### config.mk
export PLATFORM = sky130hd
export DESIGN_NAME = fetch_ctrl
export DESIGN_NICKNAME = d
export VERILOG_FILES = /design/src/rtl/fetch_ctrl.sv
export SDC_FILE = /design/constraint.sdc
export NUM_CORES = 1
export LEC_CHECK = 0
export BUFFER_PORTS_ARGS = -buffer_cell sky130_fd_sc_hd__clkbuf_2
export CAP_MARGIN = 20
export CORE_MARGIN = 2
export CORE_UTILIZATION = 35
export DETAILED_ROUTE_END_ITERATION = 8
export GPL_TIMING_DRIVEN = 0
export PLACE_DENSITY = 0.57
export SLEW_MARGIN = 20
export SYNTH_ARGS = -nofsm -noshare
export SYNTH_HDL_FRONTEND = slang
export SYNTH_SLANG_ARGS = --single-unit
### constraint.sdc
create_clock -name clk -period 2.4 [get_ports clk]
set_input_delay 0.48 -clock clk [delete_from_list [all_inputs] [get_ports clk]]
set_output_delay 0.48 -clock clk [all_outputs]
set_load 0.05 [all_outputs]
### src/rtl/fetch_ctrl.sv
// fetch_ctrl: program counter and fetch sequencer for the 9-bit core.
// Drives the combinational instruction ROM address, registers the returned
// word into a one-entry fetch buffer presented to decode over valid/ready,
// and handles taken-branch redirects, halt draining, out-of-range faults and
// start/done run control.
// Optional feature: define FETCH_PERF_CNT_EN to add the instr_count and
// stall_count performance counters.
module fetch_ctrl #(
    parameter int                     ROM_SIZE    = 512,
    parameter int                     INSTR_WIDTH = 9,
    parameter logic [INSTR_WIDTH-1:0] HALT_WORD   = 9'b111000000,
    parameter int                     START_ADDR  = 0,
    localparam int                    AW          = $clog2(ROM_SIZE) + 1
) (
    input  logic                   clk,
    input  logic                   rst_n,
    input  logic                   start,
    output logic [AW-1:0]          instr_addr,
    input  logic [INSTR_WIDTH-1:0] instr_in,
    output logic [INSTR_WIDTH-1:0] instr,
    output logic [AW-1:0]          instr_pc,
    output logic                   instr_valid,
    input  logic                   instr_ready,
    input  logic                   br_taken,
    input  logic [AW-1:0]          br_target,
`ifdef FETCH_PERF_CNT_EN
    output logic [15:0]            instr_count,
    output logic [15:0]            stall_count,
`endif
    output logic                   done,
    output logic                   fault
);

    typedef enum logic [1:0] {
        S_IDLE  = 2'd0,
        S_RUN   = 2'd1,
        S_DRAIN = 2'd2
    } state_t;

    // The extra address bit lets pc step past the last word so the next
    // fetch can be recognised as out of range.
    localparam logic [AW-1:0] ROM_LIMIT = AW'(ROM_SIZE);
    localparam logic [AW-1:0] START_PC  = AW'(START_ADDR);

    state_t                 r_state;
    logic [AW-1:0]          r_pc;
    logic [INSTR_WIDTH-1:0] r_instr;
    logic [AW-1:0]          r_instr_pc;
    logic                   r_valid;
    logic                   r_done;
    logic                   r_fault;

    state_t                 w_state_nxt;
    logic [AW-1:0]          w_pc_nxt;
    logic [INSTR_WIDTH-1:0] w_instr_nxt;
    logic [AW-1:0]          w_instr_pc_nxt;
    logic                   w_valid_nxt;
    logic                   w_done_nxt;
    logic                   w_fault_nxt;

    logic                   w_accept;
    logic                   w_fetch_en;
    logic                   w_redirect;
    logic [AW-1:0]          w_addr;
    logic                   w_out_of_range;
    logic                   w_start_ok;

    // Handshake qualifiers; a redirect only exists in RUN, so DRAIN ignores
    // br_taken and keeps showing pc.
    assign w_accept       = r_valid & instr_ready;
    assign w_fetch_en     = (r_state == S_RUN) & (~r_valid | instr_ready);
    assign w_redirect     = (r_state == S_RUN) & w_accept & br_taken;
    assign w_addr         = w_redirect ? br_target : r_pc;
    assign w_out_of_range = (w_addr >= ROM_LIMIT);
    assign w_start_ok     = (r_state == S_IDLE) & start;

    assign instr_addr  = w_addr;
    assign instr       = r_instr;
    assign instr_pc    = r_instr_pc;
    assign instr_valid = r_valid;
    assign done        = r_done;
    assign fault       = r_fault;

    // Next-state and next-datapath decode for the run-control FSM.
    always_comb begin
        // NOTE: every output of this block gets a hold default first, so no
        // path through the case can leave a value unassigned and infer a latch.
        w_state_nxt    = r_state;
        w_pc_nxt       = r_pc;
        w_instr_nxt    = r_instr;
        w_instr_pc_nxt = r_instr_pc;
        w_valid_nxt    = r_valid;
        w_done_nxt     = r_done;
        w_fault_nxt    = r_fault;

        case (r_state)
            S_IDLE: begin
                w_valid_nxt = 1'b0;
                if (start) begin
                    w_state_nxt = S_RUN;
                    w_pc_nxt    = START_PC;
                    w_done_nxt  = 1'b0;
                    w_fault_nxt = 1'b0;
                end
            end
            S_RUN: begin
                if (w_fetch_en) begin
                    if (w_out_of_range) begin
                        // Fetch beyond the ROM ends the run; the buffer is not loaded.
                        w_fault_nxt = 1'b1;
                        w_done_nxt  = 1'b1;
                        w_valid_nxt = 1'b0;
                        w_state_nxt = S_IDLE;
                    end else begin
                        w_instr_nxt    = instr_in;
                        w_instr_pc_nxt = w_addr;
                        w_valid_nxt    = 1'b1;
                        w_pc_nxt       = w_addr + AW'(1);
                        // The halt word is still presented; DRAIN waits for its accept.
                        if (instr_in == HALT_WORD) begin
                            w_state_nxt = S_DRAIN;
                        end
                    end
                end
            end
            S_DRAIN: begin
                if (w_accept) begin
                    w_valid_nxt = 1'b0;
                    w_done_nxt  = 1'b1;
                    w_state_nxt = S_IDLE;
                end
            end
            default: begin
                w_state_nxt = S_IDLE;
                w_valid_nxt = 1'b0;
            end
        endcase
    end

    // State and fetch-buffer registers.
    always_ff @(posedge clk or negedge rst_n) begin
        // NOTE: sequential state uses non-blocking assignments so every
        // register samples the pre-edge values, independent of statement order.
        if (!rst_n) begin
            r_state    <= S_IDLE;
            r_pc       <= START_PC;
            r_instr    <= '0;
            r_instr_pc <= '0;
            r_valid    <= 1'b0;
            r_done     <= 1'b0;
            r_fault    <= 1'b0;
        end else begin
            r_state    <= w_state_nxt;
            r_pc       <= w_pc_nxt;
            r_instr    <= w_instr_nxt;
            r_instr_pc <= w_instr_pc_nxt;
            r_valid    <= w_valid_nxt;
            r_done     <= w_done_nxt;
            r_fault    <= w_fault_nxt;
        end
    end

`ifdef FETCH_PERF_CNT_EN
    logic [15:0] r_instr_count;
    logic [15:0] r_stall_count;
    logic        w_count_accept;
    logic        w_count_stall;

    assign w_count_accept = w_accept & ((r_state == S_RUN) | (r_state == S_DRAIN));
    assign w_count_stall  = r_valid & ~instr_ready;

    // Saturating accept and stall counters, cleared by an accepted start.
    always_ff @(posedge clk or negedge rst_n) begin
        if (!rst_n) begin
            r_instr_count <= '0;
            r_stall_count <= '0;
        end else if (w_start_ok) begin
            r_instr_count <= '0;
            r_stall_count <= '0;
        end else begin
            if (w_count_accept && (r_instr_count != 16'hFFFF)) begin
                r_instr_count <= r_instr_count + 16'd1;
            end
            if (w_count_stall && (r_stall_count != 16'hFFFF)) begin
                r_stall_count <= r_stall_count + 16'd1;
            end
        end
    end

    assign instr_count = r_instr_count;
    assign stall_count = r_stall_count;
`else
    // Without the counters an accepted start has no further side effects.
    logic w_unused_start_ok;
    assign w_unused_start_ok = w_start_ok;
`endif

endmodule

-- Word-level counts from Yosys, hierarchy flattened
Cells that the tools add are included.
W data, S select, Z words.
- register bits after elaboration: 34
- bits of input ports: 24
- output and inout bits: 32
- word-level logic and storage cells: 55
- add/subtract/negate cells: 1
- $lt $le $gt $ge: 1
- equality and inequality tests: 9
- muxes and demuxes: 21
- bitwise gates (word level): 7
- reduce and logical (&&, ||, !) cells: 9
- operators by type and width (kind ; number):
    $mux W10 ; 4
    $pmux W10 S2 ; 1
    $reduce_and A4 Y1 ; 3
    $add A10 B1 Y10 const B ; 1
    $ge A10 B10 Y1 const B ; 1
    $mux W2 ; 5
    $ne A2 B2 Y1 const B ; 5
    $eq A9 B9 Y1 const B ; 1
    $mux W1 ; 7
    $pmux W2 S3 ; 1
    $reduce_and A5 Y1 ; 1
    $and A1 B1 Y1 ; 4
    $pmux W1 S2 ; 2
    $ne A3 B2 Y1 const B ; 1
    $pmux W1 S3 ; 1
    $reduce_and A3 Y1 ; 1
    $reduce_bool A3 Y1 ; 1
    $eq A2 B1 Y1 const B ; 1
    $eq A2 B2 Y1 const B ; 1
    $logic_not A2 Y1 ; 1
    $not A1 Y1 ; 2
    $reduce_and A2 Y1 ; 1
    $reduce_bool A2 Y1 ; 1
    $or A1 B1 Y1 ; 1

-- Depth between registers and ports, before layout
- depth after elaboration: 8
- mapped depth: 12
- mapped depth without buffers: 10

-- Least setup slack after synthesis
OpenSTA, ideal clock, no wires.
- path kind: flip-flop to flip-flop
- start: reg r_valid (netlist: instr_valid)
- end: reg r_pc[8]
- arrival: 2.916 ns
- required time: 2.279 ns
- slack: -0.637 ns
- stages on the path, launching flop included: 12
- buffers on the path: 3
- period minus slack after synthesis: 3.037 ns
- cells stage by stage: dfrtp_1 buf_6 nand4_2 clkbuf_1 nand2_1 nand2_1 ha_1 clkbuf_1 nand2_1 or2_2 o311a_1 a22o_1
- word-level cells in the longest chain between the ends: 8
- elaborated cells between the ends (all ways): 15
- those cells by class: add/sub (1); order compare (1); eq/ne (2); mux (4); bitwise (6); reduce/logical (1)
- ends and longest elaborated chain (item ; line ; text):
    from (decl) ; 49 ; logic r_valid;
    from (signal assigned) ; 157 ; r_valid <= w_valid_nxt;
    $and A1 B1 Y1 * ; 70 ; assign w_accept = r_valid & instr_ready;
    $and A1 B1 Y1 * (2 in series) ; 72 ; assign w_redirect = (r_state == S_RUN) & w_accept & br_taken;
    $mux W10 * ; 73 ; assign w_addr = w_redirect ? br_target : r_pc;
    named net instr_addr[1] ; 18 ; output logic [AW-1:0] instr_addr,
    $add A10 B1 Y10 ; 118 ; w_pc_nxt = w_addr + AW'(1);
    $mux W10 ; 108 ; if (w_out_of_range) begin
    $mux W10 ; 107 ; if (w_fetch_en) begin
    $pmux W10 S2 ; 96 ; case (r_state)
    to (signal assigned) ; 154 ; r_pc <= w_pc_nxt;
    to (decl) ; 46 ; logic [AW-1:0] r_pc;
Mark *: on every way through the listed nets, which the timed path passes. The rest lies on a longest branch. The select of a mux whose other input is x is not followed.
A chain may end at the register's enable or synchronous reset.

-- Final worst setup path
- start: reg r_state[1]
- end: out instr_addr[9]
- word-level cells in the longest chain between the ends: 4
- ends and longest elaborated chain (item ; line ; text):
    from (decl) ; 45 ; state_t r_state;
    from (signal assigned) ; 153 ; r_state <= w_state_nxt;
    $eq A2 B1 Y1 ; 72 ;
    $and A1 B1 Y1 (2 in series) ; 72 ;
    $mux W10 ; 73 ;
    to (decl) ; 18 ;
No other way between the ends.

==> flow_summary.yaml <==
worst_setup_path:
  crit_arrival_ns: 1.86
  start_kind: "register"
  crit_type: "reg2out"
  ff2ff_path_depth: 10
  r2r_slack_ns: 0.10
  r2r_start: "r_state[0]"
  cp_max_fo: 4
  required_ns: 1.92
  r2r_end: "r_pc[8]"
  critPathCaptureType: "output pin"
synthesis:
  synth-edff-count: 0
  syn-cell-area_um2: 1960
  avgSynthCellArea_um2: 10.2
  yosysWarnings: 0
  synth-main-ff-cell: "dfrtp_1"
  syn_inst: 191
  syn-num-nets: 220
  ys_ff_latch: 34
  ys_types: 49
  seq_area_frac_synth: 0.435
  async_flop_share: 1.00
floorplan:
  pin_count: 56
  dieArea_um2: 6210
  fp.dieW_um: 78.8
  core_um2: 5440
  die_h_um: 78.8
  initial_utilization: 0.360
  row_count: 27
sta:
  slew_viol_final: 0
  max_freq_mhz: 427
  hold_viol: 0
  finalCritPeriodShare: 0.976
  clock_skew_ns: 0.00543
  relSlewSlack: 0.419
  period_needed_ns: 2.34
  rsz0062_at_grt: "false"
  tightest_slew_ns: 0.872
  setup_viol: 0
finish:
  final_core_util: 0.485
  area_growth_pct: 34.9
  diodes: 0
  finish.instance_area_um2: 2640
  drive_gt1_frac: 0.430
  fin_nets: 291
  fill_cells: 501
routing:
  post-route-drc-count: 0
  vias_per_cell: 5.17
  firstDrtPassIters: 4
  vias: 1732
  wire_per_inst_um: 14.3
  first_iter_violations: 58
  ant_nets: 0
  postRouteWirelength_um: 4810
power_and_ir_drop:
  ir_worst_vdd_uv: 687
  p_per_area_nw_per_um2: 1350
  power_w: 0.00358
  p_leak_nw: 1.26
grt:
  overflow: 0
  grt_max_degree: 35
  grt_pass1_wl_um: 7940
  grt.total_usage: 0.165
  grt_pass1_vias: 1683
  antenna_found_initial: 0
clocking:
  cts.path.max_buffers: 2
  cts.htree.levels: 2
  clk_pin_slew_ns: 0.07
  cts.sinks: 34
  clk_latency_ns: 0.29
  cts_hold_buffers: 0
  cts_root_buffer: "clkbuf_8"
  cts_buffers: 5
  cts_tree: "yes"
placement:
  dpl-instance-area_um2: 2390
  gp_congestion: 0.772
  place.port_buffers: 54
  dp_hpwl_um: 3410
flow_run:
  drv_cap: 0
outcome:
  status: "finished clean"
worst_hold_path:
  min_path_type: "in2async"
## synth_stat cells, types with 3 or more instances
master	number	area, um2
a21oi_1	4	20.0
buf_6	3	33.8
a22o_2	6	60.1
inv_1	8	30.0
dfrtp_1	34	851
xnor2_1	3	26.3
mux2_2	6	67.6
nor2_1	5	18.8
nand2_1	29	109
nand4_1	5	31.3
mux2i_1	3	30.0
o21ai_0	11	55.1
mux2_1	13	146
ha_1	5	62.6
nand3_1	9	45.0
nand2b_1	4	25.0
## worst max-delay path, cell delays in order, from the launching register on
cell and delay [ns]:
dfrtp_1 0.40, inv_2 0.08, ha_4 0.16, and4_4 0.26, buf_4 0.12, mux2_2 0.36
buf_4 0.20
## state kept, by name, indices dropped and copies added, names as in the netlist
| name | count |
|---|---|
| r_state | 2 |
| fault | 1 |
| instr_valid | 1 |
| instr | 9 |
| r_pc | 10 |
| instr_pc | 10 |
| done | 1 |
## routing by layer
metal / global-route usage / share of wire / vias to the layer above / wire [um]
met2: 0.254 / 0.46 / 54 / 2200
met3: 0.0477 / 0.070 / 6 / 336
met4: 0.0684 / 0.013 / 0 / 62
li1: - / - / 834 / -
met1: 0.218 / 0.46 / 838 / 2200
met5: 0 / 0 / - / 0
## worst max path at each step
stage                           start            end  slack, ns  cells after the start
final                      r_state[1]  instr_addr[9]       0.06                      6
after detailed placement   r_state[1]        r_pc[8]      -0.17                     12
after CTS                  r_state[1]  instr_addr[4]      0.002                      7
after global placement     r_state[1]        r_pc[8]      -0.15                     12
after global routing       r_state[1]  instr_addr[7]      0.002                      7
after floorplan           instr_valid        r_pc[8]      -0.05                     11
## timing repair
item | CTS | global route
endpoints found under the setup margin | 12 | 8
buffers inserted | 7 | 4
pin swaps | 1 | 1
gates resized for setup | 10 | 21
## final cells by class
type / count / area, um2 / area share
Sequential cell: 34 / 853 / 0.323
Tap cell: 72 / 90.1 / 0.0341
Buffer: 7 / 85.1 / 0.0322
Multi-Input combinational cell: 140 / 1090 / 0.413
Timing Repair Buffer: 65 / 379 / 0.144
Clock buffer: 7 / 76.3 / 0.0289
Inverter: 9 / 36.3 / 0.0137
Clock inverter: 1 / 30.0 / 0.0114
## through the flow
step	TNS, ns	std cells	hold WS [ns]	worst slack [ns]
after global routing	0	335	0.366	0.00198
final	0	335	0.289	0.0573
after floorplan	-0.0541	191	0.184	-0.0541
after global placement	-0.146	317	0.464	-0.146
after CTS	0	332	0.341	0.00179
after detailed placement	-0.168	317	0.471	-0.168
## cells in the final DEF (no fill, tap or decap), types with 3 or more instances in the layout
cell type and count:
xnor2_1 3, and4_4 3, mux2i_4 3, o21ai_0 10
clkbuf_2 47, inv_1 5, nor2_1 5, mux2_1 13
buf_6 6, nand2b_1 4, inv_2 3, a22o_2 6
nand2_1 27, clkbuf_8 6, mux2_2 6, a21oi_1 4
nand3_1 9, nand4_1 5, dfrtp_1 32, buf_4 15
ha_1 3, o21ai_1 3
## power by group
group	total, W	internal [W]	switching [W]	leakage, nW
sequential	0.000938	0.000789	0.000148	0.440
combinational	0.00212	0.000719	0.00140	0.766
clock	0.000522	0.000311	0.000211	0.0524
total	0.00358	0.00182	0.00176	1.26
## cells by family after synthesis
kind of cell               count (synthesis)  share of synthesized area
AOI/OAI and AO/OA                         42                      0.158
xor gates and xnor gates                   4                     0.0179
adders and majority gates                  5                     0.0320
buffers and inverters                     17                     0.0518
DFF                                       34                      0.435
muxes                                     22                      0.125
and+or+nand+nor                           67                      0.181
No activity file was read; power rests on OpenSTA's default activity.
